`config.mk`:
```
export PLATFORM = sky130hd
export DESIGN_NAME = seq_ctrl
export DESIGN_NICKNAME = d
export VERILOG_FILES = /design/src/rtl/seq_ctrl_pkg.sv /design/src/rtl/seq_tick.sv /design/src/rtl/seq_ctrl.sv
export SDC_FILE = /design/constraint.sdc
export NUM_CORES = 1
export LEC_CHECK = 0
export BUFFER_PORTS_ARGS = -buffer_cell sky130_fd_sc_hd__buf_2
export CAP_MARGIN = 30
export CORE_UTILIZATION = 25
export DETAILED_ROUTE_END_ITERATION = 12
export PLACE_DENSITY_LB_ADDON = 0.1
export SKIP_LAST_GASP = 1
export SYNTH_ARGS = -nofsm -noshare
export SYNTH_HDL_FRONTEND = slang
export SYNTH_SLANG_ARGS = --single-unit
```
`constraint.sdc`:
```
create_clock -name clk -period 2.5 [get_ports clk]
set_clock_uncertainty 0.15 [all_clocks]
set_input_delay 0.375 -clock clk [delete_from_list [all_inputs] [get_ports clk]]
set_output_delay 0.375 -clock clk [all_outputs]
set_load 0.01 [all_outputs]
```
`src/rtl/seq_ctrl_pkg.sv`:
```
`default_nettype none
// ---------------------------------------------------------------------
// seq_ctrl_pkg -- state encoding and datapath widths shared by seq_ctrl
// Rev 1.0
// ---------------------------------------------------------------------
package seq_ctrl_pkg;
  localparam int STEP_W = 8;
  localparam int DATA_W = 4;

  typedef enum logic [1:0] {
    ST_IDLE = 2'd0,
    ST_LOAD = 2'd1,
    ST_RUN  = 2'd2,
    ST_DONE = 2'd3
  } state_e;
endpackage
`default_nettype wire

```
`src/rtl/seq_tick.sv`:
```
`default_nettype none
// ---------------------------------------------------------------------
// seq_tick -- NP-bit free-running divider, tick on all-ones while enabled
// Rev 1.0
// ---------------------------------------------------------------------
module seq_tick #(
  parameter int NP = 23
) (
  input  logic clk,
  input  logic rst,
  input  logic clr,
  input  logic en,
  output logic tick
);
  logic [NP-1:0] cnt_q, cnt_d;

  always_comb begin
    cnt_d = cnt_q;
    if (clr)
      cnt_d = '0;
    else if (en)
      cnt_d = cnt_q + NP'(1);
  end

  always_ff @(posedge clk) begin
    if (!rst)
      cnt_q <= '0;
    else
      cnt_q <= cnt_d;
  end

  assign tick = en && (&cnt_q);
endmodule
`default_nettype wire

```
`src/rtl/seq_ctrl.sv`:
```
`default_nettype none
// ---------------------------------------------------------------------
// seq_ctrl -- two-register swap sequencer; SEQ_CTRL_LOAD_EN adds load path
// Rev 1.0
// ---------------------------------------------------------------------
module seq_ctrl
  import seq_ctrl_pkg::*;
#(
  parameter int                NP   = 23,
  parameter logic [DATA_W-1:0] INI0 = 4'b1010,
  parameter logic [DATA_W-1:0] INI1 = 4'b0101
) (
  input  logic              clk,
  input  logic              rst,
  input  logic              start,
  input  logic              stop,
  input  logic [STEP_W-1:0] nsteps,
  input  logic              load_valid,
  input  logic [DATA_W-1:0] load_data0,
  input  logic [DATA_W-1:0] load_data1,
  output logic              load_ready,
  output logic [DATA_W-1:0] data,
  output logic              busy,
  output logic              done,
  output logic [STEP_W-1:0] step_cnt
);
  state_e            state_q, state_d;
  logic [DATA_W-1:0] reg0_q, reg0_d, reg1_q, reg1_d;
  logic [STEP_W-1:0] step_cnt_q, step_cnt_d, nsteps_q, nsteps_d;
  logic              tick;
  logic              load_accept;

  // Divider is held at zero outside RUN, so every run starts a full period.
  seq_tick #(.NP(NP)) u_tick (
    .clk  (clk),
    .rst  (rst),
    .clr  (state_q != ST_RUN),
    .en   (state_q == ST_RUN),
    .tick (tick)
  );

`ifdef SEQ_CTRL_LOAD_EN
  assign load_ready  = (state_q == ST_IDLE) && !start;
  assign load_accept = load_valid && load_ready;
`else
  logic unused_load;
  assign load_ready  = 1'b0;
  assign load_accept = 1'b0;
  assign unused_load = &{1'b0, load_valid, load_data0, load_data1};
`endif

  always_comb begin
    state_d    = state_q;
    reg0_d     = reg0_q;
    reg1_d     = reg1_q;
    step_cnt_d = step_cnt_q;
    nsteps_d   = nsteps_q;
    case (state_q)
      ST_IDLE: begin
        if (start && !stop) begin
          state_d    = ST_RUN;
          nsteps_d   = nsteps;
          step_cnt_d = '0;
        end else if (load_accept) begin
          state_d = ST_LOAD;
          reg0_d  = load_data0;
          reg1_d  = load_data1;
        end
      end
      ST_LOAD: state_d = ST_IDLE;
      ST_RUN: begin
        if (stop) begin
          state_d = ST_IDLE;
        end else if (tick) begin
          reg0_d     = reg1_q;
          reg1_d     = reg0_q;
          step_cnt_d = step_cnt_q + 8'd1;
          // nsteps of zero means free-running, so the wrap to zero never ends it
          if ((nsteps_q != '0) && (step_cnt_q + 8'd1 == nsteps_q))
            state_d = ST_DONE;
        end
      end
      ST_DONE: state_d = ST_IDLE;
      default: state_d = ST_IDLE;
    endcase
  end

  always_ff @(posedge clk) begin
    if (!rst) begin
      state_q    <= ST_IDLE;
      reg0_q     <= INI0;
      reg1_q     <= INI1;
      step_cnt_q <= '0;
      nsteps_q   <= '0;
    end else begin
      state_q    <= state_d;
      reg0_q     <= reg0_d;
      reg1_q     <= reg1_d;
      step_cnt_q <= step_cnt_d;
      nsteps_q   <= nsteps_d;
    end
  end

  assign data     = reg0_q;
  assign busy     = (state_q == ST_RUN);
  assign done     = (state_q == ST_DONE);
  assign step_cnt = step_cnt_q;
endmodule
`default_nettype wire

```
==> results of run 1 <==
cells in the mapped netlist (7+ instances only):
library cell and count:
a21oi_1 22, clkbuf_1 10, dfxtp_1 49, inv_1 7
nand2_1 32, nand3_1 23, nand4_1 8, nor2_1 18
nor4_1 10, o21ai_0 16, or3_1 9, xnor2_1 13
path summary, 6_finish.rpt:
check	startpoint	end	slack (ps)	cells past startpoint
worst max-delay path	u_tick.cnt_q[0]	u_tick.cnt_q[22]	330	5
worst min-delay path	nsteps[2]	nsteps_q[2]	150	3
worst max register to register	u_tick.cnt_q[0]	u_tick.cnt_q[22]	330	5
worst min register to register	reg1_q[2]	data[2]	330	2
worst reg2reg max path, delay by kind of cell, from the launching register on:
family                     cells  cell delay, ps
and+or+nand+nor                2             800
AOI/OAI and AO/OA              2             470
DFF                            1             410
adders and majority gates      1             200
cells by family after synthesis:
family	after synthesis	synth area share (%)
other cells	1	0.159
fa+ha+maj	2	1.06
xor+xnor	19	7.04
flops	49	41.5
buf+inv	23	4.34
compound gates	62	15.8
simple gates	129	29.3
mux	2	0.847
power groups by stage:
stage	sequential (mW)	clock (mW)	combinational, mW
after floorplan	0.811	0	0.0443
after global placement	0.814	0	0.0762
after CTS	0.796	0.626	0.0767
after global routing	0.797	0.654	0.0839
after detailed placement	0.814	0	0.0763
final	0.795	0.591	0.0740
routing by layer:
metal  vias to the layer above  part of all wire (%)  track usage [%]
li1                       1111                     -                -
met1                       985                    50             17.8
met2                        25                    47             22.9
met3                         5                   2.0             2.32
met4                         0                   1.0             3.73
met5                         -                     0                0
placed cells by master, fill, tap and decap left out, drive strengths merged, types with 2 or more instances in the layout:
cell type   n
o211ai      3
or2         2
mux2i       2
or4         6
nand2      32
nand4       9
inv         7
nor2       18
o21ai      17
xnor2      13
nand2b      3
nor4       10
and4        3
nor3        3
a21oi      22
buf        41
o21a        2
xor2        6
o311ai      3
nand3      24
dfxtp      49
clkbuf      7
or3        10
a31oi       4
and2        2
o41ai       2
o31ai       2
ha          2
o221ai      2
state kept, by name (all words and copies together), names as in the netlist:
register,flops
data,4
reg1_q,4
step_cnt,8
nsteps_q,8
state_q,2
u_tick.cnt_q,23
final cells by class:
type                    count  area (um^2)
flip-flops and latches     49          981
inverters                   7         26.3
clock inverters             1         30.0
fillers                  1015         6390
multi-input cells         215         1290
repair buffers             41          245
clock buffers               7         86.3
well taps                 111          139
stage by stage:
step | instance area, um^2 | setup WS [ps]
floorplan | 2360 | 424
global placement | 2690 | 355
detailed placement | 2690 | 340
CTS | 2800 | 311
global route | 2800 | 139
finish | 2800 | 329
==> metrics.md, run 1 <==
| Metric | Value |
|---|---|
| Final hold viol count | `0` |
| CTS clock-pin slew for the worst setup and hold paths | `90 ps` |
| Slew Limit Fails | `0` |
| Critical Path AT | `2190 ps` |
| Final TNS setup | `0 ps` |
| Root Driver | `clkbuf_8` |
| Final hold slack | `151 ps` |
| RSZ-0062 raised after global routing | `false` |
| # DRC | `0` |
| Final instance count without filler cells | `431` |
| Worst skew pair latency | `300 ps` |
| Die X | `99.3 um` |
| Post-route ant nets | `0` |
| CTS tree | `done` |
| Syn Std Cell Area | `2360 um^2` |
| Req. time, crit path | `2520 ps` |
| Final Util | `30.5%` |
| Overall Global Routing Usage | `13.6%` |
| Initial core utilization | `25.7%` |
| Cells after synthesis | `287` |
| Largest delay share family, worst path | `simple AND/OR/NAND/NOR gates` |
| Crit path buffers/inverters | `0` |
| Core footprint | `9200 um^2` |
| Synth Register Bits | `49` |
| Hold buffer count at cts | `0` |
| Sw Pwr | `0.315 mW` |
| Power Density | `521 nW/um^2` |
| Leakage power | `0.916 nW` |
| GR Overflow Total | `0` |
| Ys async rst share | `0%` |
| Sequential share of power | `54.5%` |
| Seq/Total Area, Yosys | `41.5%` |
| Nature of the critical path startpoint | `register` |
| Power Internal | `1.15 mW` |
| Initial antenna violation count | `0` |
| WS Path Type | `register to register` |
| Max-cap violation count | `0` |
| Post-route minimum period | `2170 ps` |
| Layout area overhead | `18.5%` |
| First-pass GRT wire length | `10.7 mm` |
| Main synth FF type | `dfxtp_1` |
| Synthesized Nets | `310` |
| CP Capture Type | `register` |
| Crit Path Max Fanout | `8` |
| Fmax | `461 MHz` |
| Tcrit/Tclk final | `86.8%` |
| Placed Cells | `423` |
| Ant diodes | `0` |
| Final setup violation count | `0` |
| Switch share | `21.6%` |
| # resized after CTS | `0` |
| DR vias/cell | `4.93` |
| Clock power share | `40.5%` |
| Hold crit path type | `input port to register` |
| Netlist cell types | `48` |
| Total power | `1.46 mW` |
| Pre-antenna DRT Iters | `4` |
| Share of cells above drive strength 1 | `17.8%` |
| Die Y | `99.3 um` |
| Number of synthesized flops with an enable pin | `0` |
| Top cell type by total area after synthesis | `dfxtp_1` |
| Row Count | `35` |
| Iter 0 DRT Violations | `70` |
| Top cells by area, synth | `dfxtp_1 (41%), nand2_1 (5.1%), nand3_1 (4.9%), xnor2_1 (4.8%), a21oi_1 (4.7%)` |
| CTS buffer count | `5` |
| Post-CTS Setup Bufs | `0` |
| IO buf count | `25` |
| Combinational power share | `5.1%` |
| Synth Area per Inst | `8.24 um^2` |
| Clock sinks | `49` |
| Top Ports | `36` |
| Worst VDD drop | `0.222 mV` |
| Final Wtd Congestion | `0.751` |
| NumNets Final | `342` |
| Crit-path max cell delay | `680 ps` |
| Status | `finished clean` |
| Syn. warnings | `0` |
| Critical path cell sequence | `ha_1 -> nand3_1 -> or4_1 -> o311ai_0 -> o41ai_1` |
| Hpwl dp | `4.38 mm` |
| Share of the synthesized area in the top cell type | `41.5%` |
| CTS Buffer Depth | `2` |
| Final wirelength | `6.10 mm` |
| Die area | `9850 um^2` |
| CP max-delay cell | `or4_1` |
| Avg WL per Cell | `14.2 um` |
| Htree depth | `2` |
| Number of global-route vias before repair | `2087` |
| Via count | `2126` |
| Largest net degree at the start of global routing | `18` |
No activity file was read; power rests on OpenSTA's default activity.
==> run 2: changes to the inputs <==
--- a/config.mk
+++ b/config.mk
@@ -7,6 +7,7 @@
 export LEC_CHECK = 0
 export BUFFER_PORTS_ARGS = -buffer_cell sky130_fd_sc_hd__buf_2
 export CAP_MARGIN = 30
+export CORE_ASPECT_RATIO = 0.5
 export CORE_UTILIZATION = 25
 export DETAILED_ROUTE_END_ITERATION = 12
 export PLACE_DENSITY_LB_ADDON = 0.1
==> metrics.md, run 2 (synthesis gave the netlist of run 1 again) <==
| Metric | Value |
|---|---|
| Initial core utilization | `26.4% (+0.71 points)` |
| DR vias/cell | `4.98 (+0.90%)` |
| Die X | `140 um (+41%)` |
| Worst skew pair latency | `290 ps (about the same)` |
| HP Start | `stop` |
| Die area | `9880 um^2 (+0.24%)` |
| CTS buffer count | `5 (unchanged)` |
| Hold Path Cell Cnt | `2 (-1)` |
| Status | `finished clean` |
| Hold endpoint | `state_q[1]` |
| Design Area, Final | `2810 um^2 (+0.31%)` |
| NumNets Final | `339 (-0.88%)` |
| Via count | `2160 (+1.6%)` |
| First-pass GRT wire length | `10.2 mm (-4.3%)` |
| Worst VDD drop | `0.254 mV (+15%)` |
| CTS tree | `done` |
| Final worst setup slack | `235 ps (-94.1 ps)` |
| Final wirelength | `6.14 mm (+0.69%)` |
| Iter 0 DRT Violations | `69 (-1.4%)` |
| Htree depth | `2 (unchanged)` |
| Multi-input gate area | `1290 um^2 (unchanged)` |
| Reg with most FFs | `u_tick.cnt_q` |
| Max reg flops | `23 (unchanged)` |
| Crit Path Max Fanout | `9 (+1)` |
| CTS clock-pin slew for the worst setup and hold paths | `70 ps (-20 ps)` |
| Share of cells above drive strength 1 | `16.7% (-1.1 points)` |
| Root Driver | `clkbuf_16` |
| Placed cell areas | `2670 um^2 (-0.56%)` |
| Post-CTS Setup Bufs | `0 (unchanged)` |
| Largest net degree at the start of global routing | `17 (-1)` |
| WS Path Type | `register to register` |
| Top Ports | `36 (unchanged)` |
| Hold crit path type | `input port to register` |
| Req. time, crit path | `2500 ps (-20 ps)` |
| Die Y | `70.8 um (-29%)` |
| Overall Global Routing Usage | `13.2% (-0.36 points)` |
| Hpwl dp | `4.34 mm (-1.1%)` |
| Slew Limit Fails | `0 (unchanged)` |
| Row Count | `24 (-31%)` |
| # DRC | `0 (unchanged)` |
| Commonest non-fill, non-tap cell in the layout | `dfxtp_1` |
| RSZ-0062 raised after global routing | `false` |
| Post-route ant nets | `0 (unchanged)` |
| Sequential cell area | `981 um^2 (unchanged)` |
| CP Capture Type | `register` |
| # resized after CTS | `0 (unchanged)` |
| Tcrit/Tclk final | `90.6% (+3.8 points)` |
| Post-route minimum period | `2270 ps (+94.1 ps)` |
| Nature of the critical path startpoint | `register` |
| Core footprint | `8950 um^2 (-2.7%)` |
| Initial antenna violation count | `0 (unchanged)` |
| Avg WL per Cell | `14.2 um (about the same)` |
| Worst R2R End | `data[0]` |
| Worst Reg-to-Reg Cells | `5 (unchanged)` |
| CTS Buffer Depth | `2 (unchanged)` |
| R2R Path Start | `state_q[1]` |
| Hold buffer count at cts | `0 (unchanged)` |
| Ant diodes | `0 (unchanged)` |
| Pre-CTS setup slack | `259 ps (-80.6 ps)` |
| Final Util | `31.4% (+0.94 points)` |
| Placed Cells | `426 (+0.71%)` |
| Max-cap violation count | `0 (unchanged)` |
| Final instance count without filler cells | `434 (+0.70%)` |
| IO buf count | `25 (unchanged)` |
| Final hold slack | `163 ps (+12.6 ps)` |
| Most frequent cells in the layout | `dfxtp_1 (49), nand2_1 (32), buf_2 (25)` |
| Fill cells | `969 (-4.5%)` |
| Pre-antenna DRT Iters | `4 (unchanged)` |
| Final Wtd Congestion | `0.741 (-1.3%)` |
| Fmax | `441 MHz (-4.2%)` |
| Reg2Reg Setup Slack | `230 ps (-90 ps)` |
| GR Overflow Total | `0 (unchanged)` |
| Critical Path AT | `2270 ps (+80 ps)` |
| Total power | `1.54 mW (+5.1%)` |
| Final TNS setup | `0 ps (unchanged)` |
| Worst-Margin Slew | `576 ps` |
| Number of global-route vias before repair | `2008 (-3.8%)` |
| Power Density | `546 nW/um^2 (+4.8%)` |
| Layout area overhead | `18.8%` |
| Final hold viol count | `0 (unchanged)` |
| Max transition margin | `61.6%` |
| Leakage power | `0.907 nW (-1.1%)` |
| Final setup violation count | `0 (unchanged)` |
| Clock sinks | `49 (unchanged)` |
[run 2: worst max-delay path, cell delays in order (launching register included)]
cell	delay, ps
dfxtp_1	500
nand2b_1	230
or4_1	730
buf_4	240
o21ai_0	180
a21oi_1	90
[run 2: worst max path at each step]
| stage | end | slack, ps | from |
|---|---|---|---|
| 2_1_floorplan | step_cnt[5] | 420 | u_tick.cnt_q[0] |
| 3_3_place_gp | state_q[0] | 170 | u_tick.cnt_q[0] |
| 3_5_place_dp | data[0] | 260 | state_q[1] |
| 4_1_cts | data[0] | 240 | state_q[1] |
| 5_1_grt | state_q[0] | 40 | u_tick.cnt_q[0] |
| 6_report | data[0] | 230 | state_q[1] |
[run 2: report_power, final]
group	leakage, nW	switching, mW	internal (mW)
registers	0.396	0.00960	0.788
logic	0.447	0.0400	0.0286
clock network	0.0641	0.297	0.372
total	0.907	0.346	1.19
[run 2: layer usage]
metal	part of all wire, %	up-vias	wire (um)	track usage (%)
li1	-	1107	-	-
met1	52	1008	3200	18.5
met2	43	38	2620	20.3
met3	4.1	7	251	2.84
met4	1.2	0	74	4.03
met5	0	-	0	0
[run 2: layout make-up]
| class | instances | area share (%) |
|---|---|---|
| Multi-Input combinational cell | 215 | 46.0 |
| Sequential cell | 49 | 34.9 |
| Timing Repair Buffer | 38 | 7.93 |
| Tap cell | 117 | 5.21 |
| Clock buffer | 7 | 4.72 |
| Inverter | 7 | 0.935 |
| Clock inverter | 1 | 0.267 |
==> run 3: changes to the inputs <==
--- a/config.mk
+++ b/config.mk
@@ -14,4 +14,5 @@
 export SKIP_LAST_GASP = 1
 export SYNTH_ARGS = -nofsm -noshare
 export SYNTH_HDL_FRONTEND = slang
+export SYNTH_HIERARCHICAL = 1
 export SYNTH_SLANG_ARGS = --single-unit
==> metrics.md, run 3 <==
| Metric | Value |
|---|---|
| Status | `finished clean` |
| Commonest cells in the netlist | `dfxtp_1 (49), nand2_1 (45), nor2_1 (22)` |
| # DRC | `0 (unchanged)` |
| Netlist cell types | `48 (unchanged)` |
| Clock sinks | `49 (unchanged)` |
| Hold crit path type | `input port to register` |
| Core footprint | `9480 um^2 (+5.9%)` |
| Overall Global Routing Usage | `12.2% (-0.96 points)` |
| Power Density | `557 nW/um^2 (+1.9%)` |
| Max-cap violation count | `0 (unchanged)` |
| Die area | `10200 um^2 (+3.7%)` |
| Layout area overhead | `21.7%` |
| Seq/Total Area, Yosys | `40.0% (-1.5 points)` |
| Die X | `142 um (+1.8%)` |
| CP Capture Type | `register` |
| Final hold viol count | `0 (unchanged)` |
| Number of global-route vias before repair | `2036 (+1.4%)` |
| # resized after CTS | `0 (unchanged)` |
| Worst skew pair latency | `290 ps (about the same)` |
| CTS clock-pin slew for the worst setup and hold paths | `70 ps (about the same)` |
| Fmax | `437 MHz (-0.99%)` |
| Hold Path Cell Cnt | `3 (+1)` |
| IO buf count | `25 (unchanged)` |
| Reg with most FFs | `u_tick/cnt_q` |
| GR Overflow Total | `0 (unchanged)` |
| Via count | `2077 (-3.8%)` |
| Leakage power | `1.13 nW (+24%)` |
| Syn. warnings | `6 (+6)` |
| Final wirelength | `5.64 mm (-8.2%)` |
| Avg WL per Cell | `12.3 um (-13%)` |
| CP max-delay cell | `dfxtp_1` |
| Req. time, crit path | `2590 ps (+90 ps)` |
| Iter 0 DRT Violations | `129 (+87%)` |
| Hold endpoint | `nsteps_q[3]` |
| Max reg flops | `23 (unchanged)` |
| HP Start | `nsteps[3]` |
| Synth Register Bits | `49 (unchanged)` |
| Largest net degree at the start of global routing | `24 (+7)` |
| Top cell type by total area after synthesis | `dfxtp_1` |
| Syn Std Cell Area | `2450 um^2 (+3.8%)` |
| Commonest non-fill, non-tap cell in the layout | `dfxtp_1` |
| Pre-antenna DRT Iters | `4 (unchanged)` |
| Main synth FF type | `dfxtp_1` |
| Synth Area per Inst | `8.49 um^2 (+3.0%)` |
| Final instance count without filler cells | `460 (+6.0%)` |
| CTS Buffer Depth | `2 (unchanged)` |
| Initial antenna violation count | `0 (unchanged)` |
| Fill cells | `1011 (+4.3%)` |
| NumNets Final | `347 (+2.4%)` |
| Row Count | `25 (+4.2%)` |
| Critical Path AT | `2380 ps (+110 ps)` |
| Crit-path max cell delay | `310 ps (-420 ps)` |
| Nature of the critical path startpoint | `register` |
| Top Ports | `36 (unchanged)` |
| Hpwl dp | `4.15 mm (-4.4%)` |
| Worst Reg-to-Reg Cells | `10 (+5)` |
| Hold buffer count at cts | `0 (unchanged)` |
| First-pass GRT wire length | `9.80 mm (-4.1%)` |
| R2R Path Start | `state_q[0]` |
| Post-route minimum period | `2290 ps (+22.6 ps)` |
| Post-route ant nets | `0 (unchanged)` |
| Share of cells above drive strength 1 | `19.4% (+2.7 points)` |
| Die Y | `72.1 um (+1.8%)` |
| Tcrit/Tclk final | `91.5% (+0.90 points)` |
| Worst R2R End | `step_cnt[5]` |
| Number of synthesized flops with an enable pin | `0 (unchanged)` |
| Htree depth | `2 (unchanged)` |
| Ys async rst share | `0% (unchanged)` |
| Slew Limit Fails | `0 (unchanged)` |
| Top cells by area, synth | `dfxtp_1 (40%), nand2_1 (6.9%), a21boi_0 (5.5%), xnor2_1 (3.6%), xor2_1 (3.6%)` |
| Synthesized Nets | `312 (+0.65%)` |
| DR vias/cell | `4.52 (-9.3%)` |
| Critical path cell sequence | `nand2b_2 -> inv_2 -> and4_1 -> nand4bb_4 -> nor3_4 -> nor3b_4 -> buf_4 -> nand2_1 -> a21boi_0 -> o21a_1` |
| Share of the synthesized area in the top cell type | `40.0% (-1.5 points)` |
| CTS tree | `done` |
| Count leader, synth | `dfxtp_1` |
| Final setup violation count | `0 (unchanged)` |
| Ant diodes | `0 (unchanged)` |
| Crit Path Max Fanout | `11 (+2)` |
| Final TNS setup | `0 ps (unchanged)` |
| Root Driver | `clkbuf_16` |
| CTS buffer count | `5 (unchanged)` |
| Initial core utilization | `25.9% (-0.54 points)` |
| WS Path Type | `register to register` |
| Reg2Reg Setup Slack | `210 ps (-20 ps)` |
| Placed Cells | `452 (+6.1%)` |
| Cells after synthesis | `289 (+0.70%)` |
| Post-CTS Setup Bufs | `0 (unchanged)` |
| RSZ-0062 raised after global routing | `false` |
| Final Wtd Congestion | `0.792 (+6.9%)` |
| Worst VDD drop | `0.250 mV (-1.8%)` |
| Most frequent cells in the layout | `dfxtp_1 (49), nand2_1 (45), buf_2 (25)` |
## run 3: cell count changes in the layout (fill, tap and decap cells not counted), sizes merged, moves of 4 or more
| cell | delta |
|---|---|
| or4 | -6 |
| buf | +5 |
| a21oi | -9 |
| nand3 | -8 |
| nor3 | +4 |
| xor2 | +4 |
| nor4 | -8 |
| nand2 | +13 |
| a21boi | +17 |
| nor2 | +4 |
## run 3: power breakdown
group	switching, mW	internal [mW]
combinational	0.0423	0.0350
sequential	0.00712	0.787
clock	0.290	0.500
total	0.340	1.32
## run 3: how the worst max path moves through the flow
stage	slack (ps)	cells after the start	endpoint	start
floorplan	40	12	step_cnt[6]	state_q[0]
global placement	210	9	state_q[0]	state_q[0]
detailed placement	110	8	state_q[0]	u_tick/cnt_q[0]
CTS	90	9	state_q[0]	state_q[0]
global route	9	10	step_cnt[7]	state_q[0]
finish	210	10	step_cnt[5]	state_q[0]
## run 3: metrics by stage
stage / hold WS (ps) / total power, mW / utilization (%) / setup slack (ps) / area [um^2]
2_1_floorplan: 290 / 0.859 / - / 39.3 / 2460
3_3_place_gp: 296 / 0.889 / 29.6 / 212 / 2800
3_5_place_dp: 306 / 0.890 / 29.6 / 105 / 2800
4_1_cts: 168 / 1.69 / 31.4 / 86.0 / 2970
5_1_grt: 185 / 1.74 / 31.5 / 8.69 / 2990
6_report: 176 / 1.66 / 31.5 / 212 / 2990
## run 3: kinds of logic after synthesis
kind of cell	Yosys count	synth area share, %
simple gates	137	31.1
fa+ha+maj	2	1.02
compound gates	55	14.1
mux	3	1.22
xor+xnor	21	7.80
buf+inv	21	4.69
other cells	1	0.153
flops	49	40.0
## run 3: final cells by class
| class | count | area (um^2) | share of cell area (%) |
|---|---|---|---|
| well taps | 135 | 169 | 5.66 |
| repair buffers | 43 | 260 | 8.72 |
| flip-flops and latches | 49 | 981 | 32.9 |
| inverters | 6 | 22.5 | 0.754 |
| clock inverters | 1 | 30.0 | 1.01 |
| clock buffers | 7 | 143 | 4.78 |
| multi-input cells | 219 | 1380 | 46.2 |
## run 3: metal layers
| metal | up-vias | share of wire [%] | routed length (um) | global-route usage [%] |
|---|---|---|---|---|
| li1 | 1072 | - | - | - |
| met4 | 0 | 1.2 | 66 | 4.30 |
| met5 | - | 0 | 0 | 0 |
| met2 | 22 | 45 | 2530 | 19.4 |
| met3 | 7 | 3.0 | 168 | 3.56 |
| met1 | 976 | 51 | 2880 | 15.9 |
## run 3: worst max-delay path: cells and delay by family, from the launching register on
kind                   cells  cell delay (ps)
DFF                        1              310
and+or+nand+nor            6             1190
AOI/OAI and AO/OA          2              310
buffers and inverters      2              290
